==> src/rtl/counter_nbit.sv <==
// Modulo-N up/down counter with load, optional saturation, terminal-count,
// cascade carry, one-cycle wrap pulse and sticky overrun flag.
module counter_nbit #(
  parameter int unsigned     WIDTH    = 8,
  parameter longint unsigned MODULUS  = 256,
  parameter bit              SATURATE = 1'b0
) (
  input  logic             clk,
  input  logic             clr,
  input  logic             en,
  input  logic             up,
  input  logic             ld,
  input  logic [WIDTH-1:0] d,
  output logic [WIDTH-1:0] q,
  output logic             tc,
  output logic             co,
  output logic             wrap,
  output logic             ovf
);
  localparam longint unsigned SPAN = 64'd1 << WIDTH;
  localparam logic [WIDTH-1:0] TOP = WIDTH'(MODULUS - 64'd1);

  if (WIDTH < 1 || WIDTH > 32) begin : g_bad_width
    $error("counter_nbit: WIDTH must be 1..32");
  end
  if (MODULUS < 2 || MODULUS > SPAN) begin : g_bad_modulus
    $error("counter_nbit: MODULUS must be 2..2**WIDTH");
  end

  // A full-range modulus needs no load clamp: every d is already legal.
  logic [WIDTH-1:0] d_lim;
  if (MODULUS == SPAN) begin : g_full
    assign d_lim = d;
  end else begin : g_part
    assign d_lim = (d > TOP) ? TOP : d;
  end

  assign tc = up ? (q == TOP) : (q == '0);
  assign co = en & tc & ~ld & ~clr;

  always_ff @(posedge clk) begin
    if (clr) begin
      q    <= '0;
      wrap <= 1'b0;
      ovf  <= 1'b0;
    end else if (ld) begin
      q    <= d_lim;
      wrap <= 1'b0;
      ovf  <= 1'b0;
    end else if (en) begin
      if (tc) begin
        ovf <= 1'b1;
        if (SATURATE) begin
          wrap <= 1'b0;
        end else begin
          q    <= up ? '0 : TOP;
          wrap <= 1'b1;
        end
      end else begin
        q    <= up ? q + WIDTH'(1) : q - WIDTH'(1);
        wrap <= 1'b0;
      end
    end else begin
      wrap <= 1'b0;
    end
  end
endmodule

==> config.mk <==
export PLATFORM = sky130hd
export DESIGN_NAME = counter_nbit
export DESIGN_NICKNAME = d
export VERILOG_FILES = /design/src/rtl/counter_nbit.sv
export SDC_FILE = /design/constraint.sdc
export NUM_CORES = 1
export LEC_CHECK = 0
export CORE_MARGIN = 3
export CORE_UTILIZATION = 47
export CTS_BUF_LIST = sky130_fd_sc_hd__clkbuf_8
export CTS_CLUSTER_DIAMETER = 40
export DETAILED_ROUTE_END_ITERATION = 12
export PLACE_DENSITY = 0.81
export RECOVER_POWER = 25
export SLEW_MARGIN = 20
export SYNTH_ARGS = -nofsm -noshare
export SYNTH_HDL_FRONTEND = slang
export SYNTH_SLANG_ARGS = --single-unit
export TNS_END_PERCENT = 50
==> constraint.sdc <==
create_clock -name clk -period 5.8 [get_ports clk]
set_input_delay 0.87 -clock clk [delete_from_list [all_inputs] [get_ports clk]]
set_output_delay 0.87 -clock clk [all_outputs]
set_load 0.1 [all_outputs]
# [Yosys cells after proc, flatten, opt, wreduce, memory -nomap -nowiden]
# Index checks and enable logic that the tools add are counted.
[totals] output_inout_bits=12 reg_bits=10
[op_classes] n_eq_ne=1 n_addsub=2 muxes=7 bitwise_logic=6 n_reduce_logical=5
[op_table] cell="$mux 8" n=5
[op_table] cell="$add 8x1->8 const B" n=1
[op_table] cell="$eq 8x8->1 const B" n=1
[op_table] cell="$logic_not 8->1" n=1
[op_table] cell="$sub 8x1->8 const B" n=1
[op_table] cell="$and 1x1->1" n=3
[op_table] cell="$not 1->1" n=3
[op_table] cell="$reduce_or 3->1" n=1
[op_table] cell="$mux 1" n=2
[op_table] cell="$reduce_and 2->1" n=1
[op_table] cell="$reduce_bool 2->1" n=1
[op_table] cell="$reduce_or 2->1" n=1

# [Depth between registers and ports, before layout]
# Gate-level depths: netlist (run 1).
[logic_depth] ltp_word=5 ltp_mapped=7

# [Least setup slack after synthesis (run 1)]
# Ideal clock, no wire load.
[synth_path] kind="flip-flop to output port" from="reg q[1]" to="out co" path_buffers=0 arrival_time_ns=4.576 path_stages_with_launch=6 path_slack_ns=0.354 required_time_ns=4.930 path_cell_list="dfxtp_1 -> nand4_1 -> or3_1 -> nand2_1 -> nand2_1 -> nor3_1"
[synth_via] elab_chain_cells=5 word_cells_on_any_way=6 classes_between="eq/ne: 1; mux: 1; bitwise: 3; reduce/logical: 1"
[synth_lines] item="from (decl)" line="14" text="output logic [WIDTH-1:0] q,"
[synth_lines] item="from (signal assigned)" line="47" text="q <= d_lim;"
[synth_lines] item="from (signal assigned)" line="56" text="q <= up ? '0 : TOP;"
[synth_lines] item="from (signal assigned)" line="60" text="q <= up ? q + WIDTH'(1) : q - WIDTH'(1);"
[synth_lines] item="$eq 8x8->1 / $logic_not 8->1 (equally long branches)" line="38" text="assign tc = up ? (q == TOP) : (q == '0);"
[synth_lines] item="$mux 1 (*)" line="38"
[synth_lines] item="via tc" line="15" text="output logic tc,"
[synth_lines] item="$and 1x1->1 (*) (3 in series)" line="39" text="assign co = en & tc & ~ld & ~clr;"
[synth_lines] item="to (decl)" line="16" text="output logic co,"
# Mark *: on every way through the listed nets, which the timed path passes. The rest lies on a longest branch.

# [Final worst setup path (run 1)]
[layout_path] from="in up" to="out co"
[layout_via] elab_chain_cells=4
[layout_lines] item="from (decl)" line="11" text="input logic up,"
[layout_lines] item="$mux 1" line="38"
[layout_lines] item="$and 1x1->1 (3 in series)" line="39"
# No other way between the ends.

==> summary.txt, run 1 <==
Area Overhead vs Synth -> 36.1%
Power per cell area -> 280 nW/um^2
TritonCTS clock tree -> yes
Final #Nets -> 145
DRC Markers -> 0
Post-Syn Area -> 783 sq um
RR Startpoint -> q[1]
CP Cell Sequence -> dlygate4sd3_1, nand2_1, or3_1, nand2_1, nand2_1, nor3_1, clkdlybuf4s50_1
CP required -> 4.93 ns
Drt wl/cell -> 15.8 um
Die Span Y -> 46.8 um
Post-route clock period utilization -> 78.5%
Core area -> 1540 sq um
Total number of yosys warnings -> 0
Startpoint types -> input pin
Clk_skew -> 0.00363 ns
Grt ovf -> 0
Die W -> 46.8 um
# diodes -> 0
Register area share after synthesis -> 25.6%
Number of failing hold endpoints at the final stage -> 0
# IOs -> 25
Critical Path Start -> up
Hold Crit Start -> ovf
Worst skew pair latency -> 0.24 ns
Flops & latches, synth -> 10
Clk buf depth -> 2
Cts hold-fix bufs -> 0
Fin Setup TNS -> 0 ns
Max Cap Viol -> 0
Outcome -> finished clean
Root Buffer -> clkbuf_8
Maximum vdd drop -> 168 uV
Crit-path slowest cell -> clkdlybuf4s50_1
Fillers -> 136
Critical path data arrival time -> 3.68 ns
WL final -> 2.20 mm
Commonest non-fill, non-tap cell in the layout -> clkdlybuf4s50_1
# clock sinks -> 10
Critical Path Most Common Cell -> nand2_1
Initial antenna violation count -> 0
Final min period -> 4.55 ns
Commonest cells after routing, fill and taps aside -> 22 x clkdlybuf4s50_1, 15 x nor2_1, 10 x dfxtp_1
Count of different cell masters after synthesis -> 33
Max-slew violation count -> 0
Hold crit path type -> reg2reg
RSZ-0062 raised after global routing -> no
Syn Area/Cell -> 7.75 sq um
Fmax -> 220 MHz
Critical Path End Type -> primary output
Setup violations, final -> 0
H-tree Lvls -> 1
Post_cts resized -> 0
Starting Density -> 50.8%
Largest net degree at the start of global routing -> 21
Net Count, Synth -> 121
Crit Path Category -> in2out
Final Util -> 69.2%
First-pass GRT wire length -> 3.40 mm
Max-slew headroom -> 34.8%
GRT Util Overall -> 22.6%
Vias post-DR -> 870
Num rows -> 14
DIE AREA -> 2190 sq um
Antenna-violating nets left -> 0
DR iter-0 viols -> 18
Num CTS Buffers -> 3
Placer Congestion -> 0.807
Port bufs -> 24
Post-DP HPWL -> 1.58 mm
Drt first pass iters -> 4
Static leakage -> 0.445 nW
Fraction of layout cells with a size suffix above 1 -> 7.32%
Number of global-route vias before repair -> 783
Cells after Synth -> 101
Slew @ Worst Pin -> 0.974 ns
Maximum fanout along the worst path -> 6
Reg clk slew, reported paths -> 0.04 ns
Vias/cell -> 6.26
Slowest cell delay on critical path -> 1.17 ns
Post-CTS setup buffer count -> 0
## layer usage
layer	GRT usage (%)	up-vias	part of all wire, %
li1	-	417	-
met1	25.5	415	45
met2	37.4	32	45
met3	6.51	6	7.5
met4	13.8	0	2.5
met5	0	-	0
## area by class of cell
cell class	instances	area (sq um)	share of cell area, %
Multi-Input combinational cell	83	553	51.9
Timing Repair Buffer	24	240	22.5
Sequential cell	10	200	18.8
Inverter	3	11.3	1.06
Tap cell	16	20.0	1.88
Clock buffer	3	41.3	3.87
## critical path: cells and delay by family
kind	cells	cell delay (ns)
buf+inv	2	1.78
simple gates	5	1.02
## cell families (layout without fill, tap and decap cells)
family / after synthesis / in the layout / share of synthesized area (%)
fa+ha+maj: 7 / 7 / 12.1
buf+inv: 8 / 30 / 3.83
xor+xnor: 4 / 4 / 4.47
mux: 1 / 1 / 1.28
flops: 10 / 10 / 25.6
simple gates: 42 / 42 / 26.2
compound gates: 29 / 29 / 26.5
## through the flow
step           instance area [sq um]  cells  power (mW)  worst slack (ns)  hold slack, ns
6_report                        1070    139       0.299              1.25           0.528
5_1_grt                         1070    139       0.312              1.18           0.546
4_1_cts                         1070    139       0.298              1.34           0.530
3_5_place_dp                    1020    136       0.225              1.36           0.519
3_3_place_gp                    1020    136       0.223              1.47           0.510
2_1_floorplan                    783    101       0.191             0.354           0.963
## state kept, by name, indices dropped and copies added, names as in the netlist
register  flops
q             8
ovf           1
wrap          1
## Yosys cell counts
library cell	n	area, sq um
nor2_1	15	56.3
dfxtp_1	10	200
a21oi_1	8	40.0
nor3_1	8	40.0
a211oi_1	7	52.6
ha_1	6	75.1
clkbuf_1	5	18.8
nand2_1	5	18.8
inv_1	3	11.3
nand3_1	3	15.0
or3_1	3	18.8
a211o_1	2	17.5
a21o_1	2	15.0
o21ai_0	2	10.0
or2_2	2	12.5
xnor2_1	2	17.5
xor2_1	2	17.5
a2111oi_2	1	15.0
a211oi_2	1	12.5
a21o_2	1	8.76
a41oi_1	1	8.76
and3b_1	1	8.76
fa_1	1	20.0
mux2i_1	1	10.0
nand4_1	1	6.26
nor2b_1	1	6.26
nor3b_1	1	7.51
nor4_1	1	6.26
o21ai_1	1	5.00
o21ai_2	1	8.76
o21bai_1	1	7.51
o22ai_1	1	6.26
or3b_1	1	8.76
## path summary, 6_finish.rpt
kind                to  slack [ns]  depth (start not counted)
setup / recovery    co        1.25                          7
hold / removal     ovf        0.53                          2
setup reg to reg  q[5]        3.72                          6
hold reg to reg    ovf        0.53                          2
## report_power, final
group | internal [mW] | switching, mW
Sequential | 0.0756 | 0.0112
Clock | 0.0455 | 0.0274
Combinational | 0.0473 | 0.0916
Total | 0.168 | 0.130
Power figures use the tool's default switching activity.
==> run 2: changes to the inputs <==
CORE_UTILIZATION = 42   (was 47)
PLACE_DENSITY = 0.77   (was 0.81)
clock period = 4.1 ns   (was 5.8 ns; I/O delays follow)
==> summary.txt, run 2 (synthesis results as in run 1) <==
Critical Path End Type -> primary output (unchanged)
Switching pwr -> 0.186 mW (was 0.130 mW)
Critical path data arrival time -> 2.51 ns (was 3.68 ns)
Die W -> 49.2 um (was 46.8 um)
Die Span Y -> 49.2 um (was 46.8 um)
Setup violations, final -> 0 (unchanged)
Fillers -> 139 (was 136)
Post-DP HPWL -> 1.59 mm (was 1.58 mm)
Clk_skew -> 0.00332 ns (was 0.00363 ns)
# IOs -> 25 (unchanged)
Fmax -> 321 MHz
Clk buf depth -> 2 (unchanged)
Maximum vdd drop -> 258 uV (was 168 uV)
Final #Nets -> 145 (unchanged)
Power per cell area -> 391 nW/um^2 (was 280 nW/um^2)
Max-slew violation count -> 0 (unchanged)
Max-slew headroom -> 33.6% (was 34.8%)
Startpoint types -> input pin (unchanged)
Post-route clock period utilization -> 76.1%
Num CTS Buffers -> 3 (unchanged)
R2R cell count -> 6 (unchanged)
RSZ-0062 raised after global routing -> no (unchanged)
Post-CTS setup buffer count -> 0 (unchanged)
CP required -> 3.48 ns (was 4.93 ns)
Largest net degree at the start of global routing -> 21 (unchanged)
H-tree Lvls -> 1 (unchanged)
P_int -> 0.238 mW (was 0.168 mW)
Final min period -> 3.12 ns
Port bufs -> 24 (unchanged)
Number of failing hold endpoints at the final stage -> 0 (unchanged)
Area Overhead vs Synth -> 38.2% (was 36.1%)
TritonCTS clock tree -> yes (unchanged)
Initial antenna violation count -> 0 (unchanged)
DRC Markers -> 0 (unchanged)
Final Util -> 66.4% (was 69.2%)
Crit Path Category -> in2out (unchanged)
Antenna-violating nets left -> 0 (unchanged)
Drt wl/cell -> 14.8 um (was 15.8 um)
First-pass GRT wire length -> 3.72 mm (was 3.40 mm)
Hold path cells -> 2 (unchanged)
Fin worst setup slack -> 0.980 ns (was 1.25 ns)
Vias post-DR -> 833 (was 870)
Max reg flops -> 8 (unchanged)
Area occupied by multi-input gates -> 564 sq um (was 553 sq um)
Switch share -> 43.8% (was 43.6%)
# clock sinks -> 10 (unchanged)
Max Cap Viol -> 0 (unchanged)
Maximum fanout along the worst path -> 6 (unchanged)
Seq pwr share -> 28.8% (was 29.1%)
Cts hold-fix bufs -> 0 (unchanged)
Outcome -> finished clean (unchanged)
Grt ovf -> 0 (unchanged)
Clk pwr share -> 24.6% (was 24.4%)
Root Buffer -> clkbuf_8 (unchanged)
Register area -> 200 sq um (unchanged)
Drt first pass iters -> 4 (unchanged)
Worst skew pair latency -> 0.24 ns (about the same)
Placement Setup Slack -> 1.07 ns (was 1.36 ns)
Core area -> 1630 sq um (was 1540 sq um)
Reg clk slew, reported paths -> 0.05 ns (was 0.04 ns)
Post_cts resized -> 0 (unchanged)
Number of global-route vias before repair -> 815 (was 783)
GRT Util Overall -> 19.7% (was 22.6%)
Placer Congestion -> 0.823 (was 0.807)
Fin Setup TNS -> 0 ns (unchanged)
DR iter-0 viols -> 14 (was 18)
Final Power -> 0.424 mW (was 0.299 mW)
Commonest cells after routing, fill and taps aside -> 20 x clkdlybuf4s50_1, 15 x nor2_1, 10 x dfxtp_1 (was 22 x clkdlybuf4s50_1, 15 x nor2_1, 10 x dfxtp_1)
Starting Density -> 48.1% (was 50.8%)
Vias/cell -> 5.67 (was 6.26)
Fraction of layout cells with a size suffix above 1 -> 9.76% (was 7.32%)
Slew @ Worst Pin -> 0.993 ns (was 0.974 ns)
DIE AREA -> 2420 sq um (was 2190 sq um)
Static leakage -> 0.453 nW (was 0.445 nW)
Hold crit path type -> reg2reg (unchanged)
Biggest register -> q (unchanged)
Num rows -> 14 (unchanged)
Largest regs -> q x8, ovf x1, wrap x1 (unchanged)
WL final -> 2.18 mm (was 2.20 mm)
Post-layout instance area -> 1080 sq um (was 1070 sq um)
Commonest non-fill, non-tap cell in the layout -> clkdlybuf4s50_1 (unchanged)
Gate power share -> 46.6% (was 46.5%)
# diodes -> 0 (unchanged)
Dpl cell area -> 1040 sq um (was 1020 sq um)
==> run 2: cell types whose count changed in the layout (fill, tap and decap cells not counted) <==
cell             previous run  this run
buf_4                       0         2
clkdlybuf4s50_1            22        20
nor3_1                      8         7
nor3_4                      0         1
==> run 2: cell type report <==
class	instances	share of cell area [%]
inverter	3	1.04
multi-input combinational	83	52.1
timing repair buffer	24	21.7
tap	24	2.77
clock buffer	3	3.82
sequential	10	18.5
==> run 2: path summary, 6_finish.rpt <==
| kind | from | endpoint | slack (ns) |
|---|---|---|---|
| worst min-delay path | ovf | ovf | 0.51 |
| worst max register to register | q[1] | q[5] | 2.04 |
| worst min register to register | ovf | ovf | 0.51 |
| worst max-delay path | up | co | 0.98 |
==> run 2: metal layers <==
layer  part of all wire (%)  up-vias  global-route usage, %
met4                   0.60        0                   5.69
met3                    7.2        2                   7.34
li1                       -      419                      -
met5                      0        -                      0
met2                     47       30                   33.3
met1                     45      382                   23.0
==> run 2: stage by stage <==
stage	hold WS [ns]	instances
after floorplan	0.758	101
after global placement	0.511	144
after detailed placement	0.501	144
after CTS	0.511	147
after global routing	0.548	147
final	0.510	147
==> run 2: worst max-delay path, stage by stage <==
cell           delay (ns)
dlygate4sd3_1        0.61
nand2_1              0.09
or3_1                0.42
nand2_1              0.19
nand2_1              0.14
nor3_4               0.13
buf_4                0.31
==> run 2: power by group through the flow <==
| stage | Clock [mW] | Sequential, mW | Combinational, mW |
|---|---|---|---|
| 2_1_floorplan | 0 | 0.186 | 0.0840 |
| 3_3_place_gp | 0 | 0.123 | 0.194 |
| 3_5_place_dp | 0 | 0.124 | 0.196 |
| 4_1_cts | 0.107 | 0.122 | 0.197 |
| 5_1_grt | 0.110 | 0.123 | 0.211 |
| 6_report | 0.104 | 0.122 | 0.198 |
